`src/rtl/data_mem_master.sv`:
```
// data_mem_master: request-side sequencer for the DataMemory port.
// Accepts one load/store at a time, issues one or more memory beats,
// assembles/extends load data and returns a response.
// Optional feature macro: MISALIGN_SPLIT_EN (misaligned word/half requests
// are split into byte beats; when undefined they are rejected with an error).
module data_mem_master #(
  parameter int unsigned ADDR_W = 32
) (
  input  logic              Clock,
  input  logic              Reset,
  input  logic              req_valid,
  output logic              req_ready,
  input  logic              req_write,
  input  logic [1:0]        req_width,
  input  logic              req_signed,
  input  logic [ADDR_W-1:0] req_addr,
  input  logic [31:0]       req_wdata,
  output logic              resp_valid,
  input  logic              resp_ready,
  output logic [31:0]       resp_rdata,
  output logic              resp_error,
  output logic              Mem_R_Enable,
  output logic              Mem_W_Enable,
  output logic [1:0]        Mem_R_Width,
  output logic [1:0]        Mem_W_Width,
  output logic [ADDR_W-1:0] Mem_Address,
  output logic [31:0]       Mem_W_Data,
  input  logic [31:0]       Mem_R_Data
);

  typedef enum logic [1:0] {
    IDLE   = 2'd0,
    ACCESS = 2'd1,
    RESP   = 2'd2
  } state_t;

  localparam logic [1:0] W_WORD = 2'b00;
  localparam logic [1:0] W_HALF = 2'b01;
  localparam logic [1:0] W_BYTE = 2'b10;
  localparam logic [1:0] W_RSVD = 2'b11;

  state_t            state_q, state_d;
  logic              write_q, write_d;
  logic [1:0]        width_q, width_d;
  logic              signed_q, signed_d;
  logic [ADDR_W-1:0] addr_q, addr_d;
  logic [31:0]       wdata_q, wdata_d;
  logic [31:0]       raw_q, raw_d;
  logic              error_q, error_d;
`ifdef MISALIGN_SPLIT_EN
  logic              split_q, split_d;
  logic [1:0]        beat_q, beat_d;
  logic [1:0]        last_q, last_d;
`endif

  logic              misaligned;
  logic [1:0]        beat_width;
  logic [ADDR_W-1:0] beat_addr;
  logic [31:0]       beat_wdata;

  // Sign/zero extension of the assembled raw load bits.
  function automatic logic [31:0] extend(input logic [31:0] raw,
                                         input logic [1:0]  width,
                                         input logic        sgn);
    logic [31:0] r;
    case (width)
      W_WORD:  r = raw;
      W_HALF:  r = sgn ? {{16{raw[15]}}, raw[15:0]} : {16'h0000, raw[15:0]};
      W_BYTE:  r = sgn ? {{24{raw[7]}}, raw[7:0]} : {24'h000000, raw[7:0]};
      default: r = '0;
    endcase
    return r;
  endfunction

  // Misalignment of the incoming request (bytes are always aligned).
  always_comb begin
    misaligned = ((req_width == W_WORD) && (req_addr[1:0] != 2'b00)) ||
                 ((req_width == W_HALF) && req_addr[0]);
  end

  // State and request registers with synchronous reset.
  always_ff @(posedge Clock) begin
    if (Reset) begin
      state_q  <= IDLE;
      write_q  <= 1'b0;
      width_q  <= '0;
      signed_q <= 1'b0;
      addr_q   <= '0;
      wdata_q  <= '0;
      raw_q    <= '0;
      error_q  <= 1'b0;
`ifdef MISALIGN_SPLIT_EN
      split_q  <= 1'b0;
      beat_q   <= '0;
      last_q   <= '0;
`endif
    end else begin
      state_q  <= state_d;
      write_q  <= write_d;
      width_q  <= width_d;
      signed_q <= signed_d;
      addr_q   <= addr_d;
      wdata_q  <= wdata_d;
      raw_q    <= raw_d;
      error_q  <= error_d;
`ifdef MISALIGN_SPLIT_EN
      split_q  <= split_d;
      beat_q   <= beat_d;
      last_q   <= last_d;
`endif
    end
  end

  // Next-state logic: request latch, beat stepping and load capture.
  always_comb begin
    state_d  = state_q;
    write_d  = write_q;
    width_d  = width_q;
    signed_d = signed_q;
    addr_d   = addr_q;
    wdata_d  = wdata_q;
    raw_d    = raw_q;
    error_d  = error_q;
`ifdef MISALIGN_SPLIT_EN
    split_d  = split_q;
    beat_d   = beat_q;
    last_d   = last_q;
`endif
    case (state_q)
      IDLE: begin
        if (req_valid) begin
          write_d  = req_write;
          width_d  = req_width;
          signed_d = req_signed;
          addr_d   = req_addr;
          wdata_d  = req_wdata;
          raw_d    = '0;
          error_d  = 1'b0;
`ifdef MISALIGN_SPLIT_EN
          split_d  = 1'b0;
          beat_d   = '0;
          last_d   = '0;
`endif
          if (req_width == W_RSVD) begin
            error_d = 1'b1;
            state_d = RESP;
          end else if (misaligned) begin
`ifdef MISALIGN_SPLIT_EN
            split_d = 1'b1;
            last_d  = (req_width == W_WORD) ? 2'd3 : 2'd1;
            state_d = ACCESS;
`else
            error_d = 1'b1;
            state_d = RESP;
`endif
          end else begin
            state_d = ACCESS;
          end
        end
      end
      ACCESS: begin
`ifdef MISALIGN_SPLIT_EN
        if (split_q) begin
          // Split loads assemble little-endian: beat i fills bits [8i+7:8i].
          if (!write_q) raw_d[{beat_q, 3'b000} +: 8] = Mem_R_Data[7:0];
          if (beat_q == last_q) begin
            beat_d  = '0;
            state_d = RESP;
          end else begin
            beat_d = beat_q + 2'd1;
          end
        end else begin
          if (!write_q) raw_d = Mem_R_Data;
          state_d = RESP;
        end
`else
        if (!write_q) raw_d = Mem_R_Data;
        state_d = RESP;
`endif
      end
      RESP: begin
        if (resp_ready) state_d = IDLE;
      end
      default: state_d = IDLE;
    endcase
  end

  // Beat width/address/data for the current ACCESS cycle.
  always_comb begin
    beat_width = width_q;
    beat_addr  = addr_q;
    case (width_q)
      W_WORD:  beat_wdata = wdata_q;
      W_HALF:  beat_wdata = {16'h0000, wdata_q[15:0]};
      W_BYTE:  beat_wdata = {24'h000000, wdata_q[7:0]};
      default: beat_wdata = '0;
    endcase
`ifdef MISALIGN_SPLIT_EN
    if (split_q) begin
      beat_width = W_BYTE;
      beat_addr  = addr_q + ADDR_W'(beat_q);
      beat_wdata = {24'h000000, wdata_q[{beat_q, 3'b000} +: 8]};
    end
`endif
  end

  // Output decode: handshakes, memory port and response.
  always_comb begin
    req_ready    = (state_q == IDLE) && !Reset;
    resp_valid   = (state_q == RESP);
    resp_error   = 1'b0;
    resp_rdata   = '0;
    Mem_R_Enable = 1'b0;
    Mem_W_Enable = 1'b0;
    Mem_R_Width  = '0;
    Mem_W_Width  = '0;
    Mem_Address  = '0;
    Mem_W_Data   = '0;
    case (state_q)
      ACCESS: begin
        Mem_Address = beat_addr;
        if (write_q) begin
          Mem_W_Enable = 1'b1;
          Mem_W_Width  = beat_width;
          Mem_W_Data   = beat_wdata;
        end else begin
          Mem_R_Enable = 1'b1;
          Mem_R_Width  = beat_width;
        end
      end
      RESP: begin
        resp_error = error_q;
        if (!error_q && !write_q) resp_rdata = extend(raw_q, width_q, signed_q);
      end
      default: ;
    endcase
  end

endmodule

```
`config.mk`:
```
export PLATFORM = sky130hd
export DESIGN_NAME = data_mem_master
export DESIGN_NICKNAME = d
export VERILOG_FILES = /design/src/rtl/data_mem_master.sv
export SDC_FILE = /design/constraint.sdc
export NUM_CORES = 1
export LEC_CHECK = 0
export CAP_MARGIN = 15
export CORE_MARGIN = 1
export CORE_UTILIZATION = 38
export CTS_BUF_LIST = sky130_fd_sc_hd__clkbuf_4
export DETAILED_ROUTE_END_ITERATION = 8
export GPL_TIMING_DRIVEN = 0
export PLACE_DENSITY_LB_ADDON = 0.1
export REMOVE_ABC_BUFFERS = 1
export SKIP_LAST_GASP = 1
export SYNTH_ARGS = -nofsm -noshare
export SYNTH_HDL_FRONTEND = slang
export SYNTH_SLANG_ARGS = --single-unit
```
`constraint.sdc`:
```
create_clock -name Clock -period 1.4 [get_ports Clock]
set_input_delay 0.28 -clock Clock [delete_from_list [all_inputs] [get_ports Clock]]
set_output_delay 0.28 -clock Clock [all_outputs]
set_load 0.005 [all_outputs]
```
* Yosys cells after proc, flatten, opt, wreduce, memory -nomap -nowiden
Cells that the tools add are included.
** Operators by class
- Add/sub/neg operators :: 0
- Multiplexer cells :: 28
- Shift operators :: 0
- $lt $le $gt $ge :: 0
- Divide/modulo/power cells :: 0
- Reductions and logical operators :: 16
- $mul :: 0
- Bitwise logic cells :: 0
- Equal/unequal tests :: 9
** Operators with widths (count)
- $mux W32 :: 9
- $pmux W32 S3 :: 2
- $pmux W32 S2 :: 1
- $mux W2 :: 8
- $mux W1 :: 7
- $eq A2 B1 Y1 const B :: 3
- $eq A2 B2 Y1 const B :: 3
- $logic_not A2 Y1 :: 3
- $pmux W2 S3 :: 1
- $logic_and A1 B1 Y1 :: 4
- $ne A2 B2 Y1 const B :: 2
- $reduce_and A2 Y1 :: 2
- $reduce_bool A2 Y1 :: 2
- $logic_not A1 Y1 :: 3
- $reduce_and A3 Y1 :: 1
- $ne A2 B1 Y1 const B :: 1
- $logic_or A1 B1 Y1 :: 1
** Word-level totals
- Bits in read-only memories :: 0
- Output and inout port bits :: 105
- Latch bits :: 0
- Bits of input ports :: 104
- Word-level logic and storage cells :: 61
- Register bits after elaboration :: 103
- RAM bits :: 0
- Memories kept :: 0

* Longest topological paths before layout
Gate-level depths: netlist (run 1).
- Word-level depth :: 7
- Depth in mapped cells :: 7
- Depth with buffers taken out :: 3

* Least setup slack after synthesis (run 1)
Ideal clock, no wire load.
- Path kind :: flip-flop to output port
- Start point :: register width_q[0], in the netlist beat_width[0]
- End point :: output resp_rdata[21]
- Stages on the path, launching flop included :: 6
- Data arrival time :: 1.271 ns
- Buffers on the path :: 2
- Data required time :: 1.120 ns
- Path slack :: -0.151 ns
- Cells stage by stage :: dfxtp_1 buf_2 nand4b_2 o21a_1 buf_2 a21oi_1
** Between the ends
- Longest elaborated chain between the ends :: 4
- Elaborated cells between the ends (all ways) :: 6
- Those cells by class :: 2 x eq/ne; 3 x mux; 1 x reduce/logical
** Ends and longest elaborated chain
- start: declaration :: RTL line 44 : logic [1:0] width_q, width_d;
- start signal: assignment :: RTL line 100 : width_q <= width_d;
- $eq A2 B2 Y1, or another cell as far along :: RTL line 66 : case (width)
- $pmux W32 S3 * :: RTL line 66
- $mux W32 * :: RTL line 233 : if (!error_q && !write_q) resp_rdata = extend(raw_q, width_q, signed_q);
- $mux W32 * :: RTL line 219 : case (state_q)
- end: declaration :: RTL line 20 : output logic [31:0] resp_rdata,
Every way passes the cells marked *; elsewhere a longest branch is shown, timed or not.

* Worst setup path after layout (run 1)
- Start point :: register state_q[1]
- End point :: output resp_rdata[14]
** Between the ends
- Longest elaborated chain between the ends :: 2
** Ends and longest elaborated chain
- start: declaration :: RTL line 42 : state_t state_q, state_d;
- start signal: assignment :: RTL line 98 : state_q <= state_d;
- $eq A2 B2 Y1 :: RTL line 219
- $mux W32 :: RTL line 219
Every way passes these cells.

==> flow_summary.ini, run 1 <==
[global_route]
gr-usage-met1_pct = 33.5
grtUsageMet2_pct = 53.3
grt_max_degree = 48
grt_util_met3_pct = 9.84
grt.busiest_layer = met2
grt_pass1_vias = 5266
antenna_found_initial = 0
grt_pass1_wl_um = 27400
grt_use_total_pct = 30.6
gr-total-overflow = 0

[clocking]
cts_num_sinks = 103
hold_buffers = 0
clockBufferDepth = 2
path_clk_slew_ns = 0.16
cts_root_buffer = clkbuf_4
tritoncts = yes
cts_made_buffers = 9
htreeDepth = 3
clk_latency_ns = 0.48

[sta]
rsz0062_at_grt = true
fin_crit_ns = 2.21
max_freq_ghz = 0.452
setup_viol = 208
min_period_over_period_pct = 158
hold_viol = 0
worstMarginPinSlew_ns = 0.639
fin_skew_ns = 0.0140
timing.slew.headroom_pct = 57.4
slew_violations = 0
layout_setup_ws_ns = -0.815

[drt]
drt.antenna.violating_nets = 0
drtIter0Drc = 424
wl_um = 21600
vias_per_cell = 5.54
wl_per_cell_um = 21.5
vias = 5575
drc_errors = 0
first_pass_iters = 5

[floorplan]
core_um2 = 11100
initial_core_util_pct = 39.8
fp.dieH_um = 110
dieArea_um2 = 12000
std_cell_rows = 38
die_w_um = 110
ios = 209

[hold_path]
worstHoldPathType = in -> reg

[cells_and_area]
antennaDiodeCount = 0
fin_area_um2 = 9210
drive_above_1_share_pct = 56.5
layout_common_cells = 124 x buf_6, 101 x clkdlybuf4s50_1, 97 x dfxtp_1
fin_nets = 965
fill_cells = 641
area_delta_synth_final_pct = 109
final_cell_count_no_fill = 1006
layout_commonest_cell = buf_6

[synthesis]
yosysWarnings = 0
ys.flop_type = dfxtp_1
synthDistinctLibCells = 29
synth_area_um2 = 4410
async_flop_share_pct = 0
synth_seq_cells = 103
syn_area_per_cell_um2 = 8.11
synth-edff-count = 0
ys_seq_area_share_pct = 46.8
synthCells = 544

[power]
cellLeakagePower_nw = 3.97
peakVddDrop_mv = 0.589
power_density_nw_per_um2 = 799

[worst_setup_path]
end_kind = primary output
crit_arrival_ns = 1.93
critPathKind = reg -> out
required_ns = 1.12
startpoint_type = register
path_max_fanout = 5

[placement]
gp_congestion = 0.736
dp.cells = 853
placedInstanceArea_um2 = 6570
dpl.hpwl_um = 8670
port_buffers = 208

[outcome]
violations = negative setup slack
status = complete, but fails checks

[job]
cap_violations = 0
## Yosys cell counts (2+ instances only)
master / instances / area share, %
nand2b_1: 12 / 1.7
clkbuf_1: 15 / 1.3
a32o_1: 32 / 7.3
buf_6: 3 / 0.77
a21oi_1: 94 / 11
nor3_1: 2 / 0.23
nor2b_1: 3 / 0.43
buf_2: 25 / 2.8
nand2_1: 154 / 13
nor3_2: 2 / 0.45
and3_1: 11 / 1.6
nor2_1: 6 / 0.51
and2_1: 67 / 9.5
dfxtp_1: 103 / 47
## through the flow
step                      setup slack, ns  hold slack [ns]  TNS [ns]  total power [mW]  utilization (%)
after floorplan                     -1.31            0.349   -125.52              3.63                -
after global placement              -3.96            0.437   -467.75              4.14             58.1
after detailed placement            -1.57            0.442   -185.39              4.21             59.3
after CTS                          -0.820            0.187    -84.48              6.82             74.9
after global routing               -0.887            0.134    -99.28              7.58             83.1
final                              -0.815            0.139    -90.35              7.35             83.1
## state kept, by name, summed over array words and instances, names as in the netlist
name	flops
addr_q	32
raw_q	32
wdata_q	32
beat_width	2
state_q	2
error_q	1
signed_q	1
write_q	1
## report_power, final
group / internal [mW] / total, mW / switching [mW]
combinational: 1.17 / 2.16 / 0.987
sequential: 3.10 / 3.24 / 0.146
clock: 0.892 / 1.95 / 1.06
total: 5.16 / 7.35 / 2.19
## per-layer routing
| layer | routed length (um) | vias up |
|---|---|---|
| li1 | - | 2502 |
| met1 | 7890 | 2701 |
| met2 | 10800 | 299 |
| met3 | 1970 | 73 |
| met4 | 972 | 0 |
| met5 | 0 | - |
## worst max-delay path: stages (launching register included)
cell     delay, ns
dfxtp_4       0.41
nor2b_4       0.22
buf_12        0.13
buf_8         0.12
buf_12        0.13
nand2_8       0.07
buf_12        0.13
a21oi_2       0.09
buf_2         0.13
## final cells by class
cell class,instances,area [um^2],share of cell area [%]
well taps,140,175,1.90
inverters,2,12.5,0.136
flip-flops and latches,103,2080,22.6
clock buffers,9,67.6,0.734
repair buffers,335,3520,38.2
clock inverters,7,111,1.21
multi-input cells,410,3240,35.2
## final timing paths
path                             from  cells past startpoint  slack, ns                        to
max           state_q[1]$_SDFFE_PP0P_                      8      -0.81            resp_rdata[14]
min                             Reset                      2       0.14   addr_q[19]$_SDFFE_PP0P_
min reg2reg  wdata_q[17]$_SDFFE_PP0P_                      2       0.46  wdata_q[17]$_SDFFE_PP0P_
max reg2reg   state_q[1]$_SDFFE_PP0P_                      6      -0.35      error_q$_SDFFE_PP0P_
## cells by family (layout without fill, tap and decap cells)
| logic type | after synthesis | in the layout | synth area share, % |
|---|---|---|---|
| DFF | 103 | 103 | 46.8 |
| and+or+nand+nor | 261 | 274 | 28.5 |
| AOI/OAI and AO/OA | 132 | 136 | 19.3 |
| buffers and inverters | 48 | 353 | 5.42 |
## what timing repair did
item / in CTS / in global routing
gates resized for setup: 589 / 275
setup buffers: 90 / 41
gates cloned: 25 / 2
pin swaps: 106 / 148
setup endpoints to repair: 208 / 207
(Power assumes the default switching activity.)
==> inputs of run 2 (changes only) <==
Settings changed: CAP_MARGIN 15 to 30.
==> flow_summary.ini, run 2 (synthesis gave the netlist of run 1 again) <==
[clocking]
cts_root_buffer = clkbuf_4
hold_buffers = 0
clockBufferDepth = 2
clk_latency_ns = 0.45
htreeDepth = 3
path_clk_slew_ns = 0.16
tritoncts = yes
cts_made_buffers = 9
cts_num_sinks = 103

[power]
cellLeakagePower_nw = 3.86
p_total_mw = 6.71
peakVddDrop_mv = 0.567
power_density_nw_per_um2 = 740

[worst_setup_path]
crit_arrival_ns = 1.87
path_max_fanout = 6
required_ns = 1.12
end_kind = primary output
startpoint_type = register
r2r_slack_ns = -0.48
critPathKind = reg -> out

[cells_and_area]
area_delta_synth_final_pct = 106
fin_area_um2 = 9070
layout_commonest_cell = buf_6
final_cell_count_no_fill = 995
largest_registers = addr_q (32), raw_q (32), wdata_q (32)
fin_nets = 955
fill_cells = 683
final_util_pct = 81.9
drive_above_1_share_pct = 55.9
antennaDiodeCount = 0
layout_common_cells = 119 x buf_6, 101 x clkdlybuf4s50_1, 98 x dfxtp_1

[drt]
drtIter0Drc = 364
wl_per_cell_um = 20.5
first_pass_iters = 7
vias_per_cell = 5.44
drt.antenna.violating_nets = 0
vias = 5414
drc_errors = 0
wl_um = 20400

[sta]
setup_viol = 208
slew_violations = 0
layout_setup_ws_ns = -0.749
timing.slew.headroom_pct = 62.3
min_period_over_period_pct = 154
hold_viol = 0
whs_ns = 0.248
worstMarginPinSlew_ns = 0.564
max_freq_ghz = 0.465
fin_crit_ns = 2.15
rsz0062_at_grt = true
fin_skew_ns = 0.0110

[placement]
gp_congestion = 0.736
placedInstanceArea_um2 = 6610
dpl.hpwl_um = 8610
dp.cells = 855
port_buffers = 208

[global_route]
gr-total-overflow = 0
grt_use_total_pct = 27.1
grt_max_degree = 48
grt_pass1_vias = 4908
grt_pass1_wl_um = 24800
antenna_found_initial = 0

[outcome]
status = complete, but fails checks
violations = negative setup slack

[floorplan]
ios = 209
dieArea_um2 = 12000
core_um2 = 11100
initial_core_util_pct = 39.8
fp.dieH_um = 110
std_cell_rows = 38
die_w_um = 110

[job]
cap_violations = 0

[hold_path]
worstHoldPathType = in -> reg
[run 2: worst paths after layout]
path,from,endpoint,cells past startpoint
worst max-delay path,beat_width[0]$_SDFFE_PP0P_,resp_rdata[15],7
worst min-delay path,Reset,addr_q[12]$_SDFFE_PP0P_,2
worst max register to register,state_q[1]$_SDFFE_PP0P_,signed_q$_SDFFE_PP0P_,10
worst min register to register,wdata_q[23]$_SDFFE_PP0P_,wdata_q[23]$_SDFFE_PP0P_,2
[run 2: area by class of cell]
class	instances	area [um^2]	share of cell area (%)
timing repair buffer	328	3440	37.9
multi-input combinational	407	3270	36.0
sequential	103	2080	22.9
tap	140	175	1.93
clock buffer	12	90.1	0.993
inverter	2	12.5	0.138
clock inverter	3	11.3	0.124
[run 2: routing by layer]
metal  up-vias  global-route usage (%)  part of all wire, %
li1       2466                       -                    -
met1      2595                    29.0                   36
met2       280                    48.3                   51
met3        73                    8.77                  9.1
met4         0                    12.7                  4.0
met5         -                       0                    0
[run 2: report_power, final]
| part | internal [mW] | leakage, nW | total [mW] | switching, mW |
|---|---|---|---|---|
| logic | 1.12 | 2.95 | 2.10 | 0.981 |
| registers | 3.10 | 0.845 | 3.22 | 0.122 |
| clock network | 0.404 | 0.0599 | 1.40 | 0.994 |
[run 2: critical path, cell delays in order, from the launching register on]
cell,delay [ns]
dfxtp_4,0.40
a211oi_4,0.25
buf_6,0.13
buf_6,0.09
buf_4,0.14
nand2_8,0.08
a21oi_2,0.14
buf_2,0.17
[run 2: timing repair]
action	4_1_cts	5_1_grt
gates resized for setup	537	323
buffers inserted	75	37
cloned	13	17
setup endpoints to repair	208	208
pin swaps	48	131
[run 2: metrics by stage]
stage          worst slack [ns]  setup TNS (ns)
4_1_cts                  -0.820         -110.05
2_1_floorplan             -1.31         -125.52
5_1_grt                  -0.813         -117.09
3_3_place_gp              -3.96         -467.75
3_5_place_dp              -1.57         -186.50
6_report                 -0.749         -104.08
==> inputs of run 3 (changes only) <==
Settings changed: SETUP_SLACK_MARGIN set to 0.02.
==> flow_summary.ini, run 3 (synthesis gave the netlist of run 1 again) <==
[hold_path]
worstHoldPathType = in -> reg

[floorplan]
fp.dieH_um = 110
ios = 209
initial_core_util_pct = 39.8
die_w_um = 110
dieArea_um2 = 12000
core_um2 = 11100
std_cell_rows = 38

[cells_and_area]
fin_nets = 955
fin_area_um2 = 9030
area_delta_synth_final_pct = 105
fill_cells = 690
multiInputGateArea_um2 = 3260
layout_common_cells = 114 x buf_6, 101 x clkdlybuf4s50_1, 98 x dfxtp_1
drive_above_1_share_pct = 55.3
final_util_pct = 81.6
largest_registers = addr_q (32), raw_q (32), wdata_q (32)
layout_commonest_cell = buf_6
seqCellArea_um2 = 2080
antennaDiodeCount = 0

[job]
cap_violations = 0

[drt]
first_pass_iters = 5
vias_per_cell = 5.40
drtIter0Drc = 320
drt.antenna.violating_nets = 0
vias = 5376
wl_um = 20300
wl_per_cell_um = 20.4
drc_errors = 0

[outcome]
violations = negative setup slack
status = complete, but fails checks

[global_route]
grt_max_degree = 48
grt_pass1_vias = 4908
grt_use_total_pct = 27.1
grt_pass1_wl_um = 24800
gr-total-overflow = 0
antenna_found_initial = 0

[clocking]
cts_num_sinks = 103
htreeDepth = 3
clk_latency_ns = 0.46
tritoncts = yes
path_clk_slew_ns = 0.16
cts_root_buffer = clkbuf_4
cts_made_buffers = 9
clockBufferDepth = 2

[power]
swShare_pct = 31.0
peakVddDrop_mv = 0.549
internal_power_mw = 4.62
cellLeakagePower_nw = 3.85
switchingPower_mw = 2.08
p_clk_share_pct = 20.6
power_density_nw_per_um2 = 741
power_frac_seq_pct = 48.1
pwr-share-comb_pct = 31.3

[worst_setup_path]
crit_arrival_ns = 1.91
end_kind = primary output
path_max_fanout = 6
startpoint_type = register
required_ns = 1.12
critPathKind = reg -> out

[sta]
max_freq_ghz = 0.458
fin_crit_ns = 2.19
rsz0062_at_grt = true
timing.slew.headroom_pct = 64.3
hold_viol = 0
fin_skew_ns = 0.0104
whs_ns = 0.244
layout_setup_ws_ns = -0.786
setup_viol = 208
worstMarginPinSlew_ns = 0.535
min_period_over_period_pct = 156
slew_violations = 0

[placement]
gp_congestion = 0.736
dpl.hpwl_um = 8610
placedInstanceArea_um2 = 6610
port_buffers = 208
==> run 3: cell types whose count changed in the layout (fill, tap and decap cells not counted) <==
cell / previous run / this run
buf_6: 119 / 114
and2_1: 15 / 20
buf_12: 13 / 14
buf_2: 39 / 44
and2_4: 52 / 47
buf_8: 6 / 5
==> run 3: final timing paths <==
| path | from | cells after the start | slack [ns] | end |
|---|---|---|---|---|
| min reg2reg | wdata_q[23]$_SDFFE_PP0P_ | 2 | 0.47 | wdata_q[23]$_SDFFE_PP0P_ |
| max reg2reg | state_q[1]$_SDFFE_PP0P_ | 10 | -0.49 | addr_q[6]$_SDFFE_PP0P_ |
| max | beat_width[0]$_SDFFE_PP0P_ | 8 | -0.79 | resp_rdata[20] |
| min | Reset | 2 | 0.24 | addr_q[19]$_SDFFE_PP0P_ |
==> run 3: what timing repair did <==
item,4_1_cts,5_1_grt
gates resized for setup,537,311
setup buffers,75,36
setup endpoints to repair,208,208
gates cloned,13,17
hold buffers,0,0
pin swaps,48,128
==> run 3: power by group through the flow <==
stage / sequential [mW] / clock, mW / combinational, mW
2_1_floorplan: 3.23 / 0 / 0.400
3_3_place_gp: 3.25 / 0 / 0.894
3_5_place_dp: 3.26 / 0 / 0.978
4_1_cts: 3.18 / 1.37 / 1.42
5_1_grt: 3.23 / 1.52 / 2.19
6_report: 3.22 / 1.38 / 2.10
==> run 3: layout make-up <==
cell class              instances  share of cell area, %
repair buffers                328                   37.7
multi-input cells             407                   36.0
flip-flops and latches        103                   23.0
well taps                     140                   1.94
clock buffers                  12                  0.997
inverters                       2                  0.138
clock inverters                 3                  0.125
==> run 3: through the flow <==
step	total power [mW]	setup WS (ns)	setup TNS, ns	instances
5_1_grt	6.95	-0.837	-117.96	995
2_1_floorplan	3.63	-1.31	-125.52	498
3_5_place_dp	4.24	-1.57	-186.50	855
6_report	6.69	-0.786	-106.26	995
4_1_cts	5.98	-0.820	-110.05	958
3_3_place_gp	4.14	-3.96	-467.75	846
==> run 3: worst max-delay path, stage by stage, from the launching register on <==
cell	delay, ns
dfxtp_4	0.41
a211oi_4	0.27
buf_6	0.13
buf_6	0.09
buf_8	0.12
buf_12	0.11
nand2_8	0.06
a21oi_4	0.11
buf_2	0.13
==> run 3: per-layer routing <==
layer | part of all wire (%) | routed length [um] | track usage [%]
met1 | 35 | 7200 | 29.0
met5 | 0 | 0 | 0
met4 | 3.1 | 621 | 12.7
met2 | 52 | 10500 | 48.3
met3 | 9.7 | 1960 | 8.77
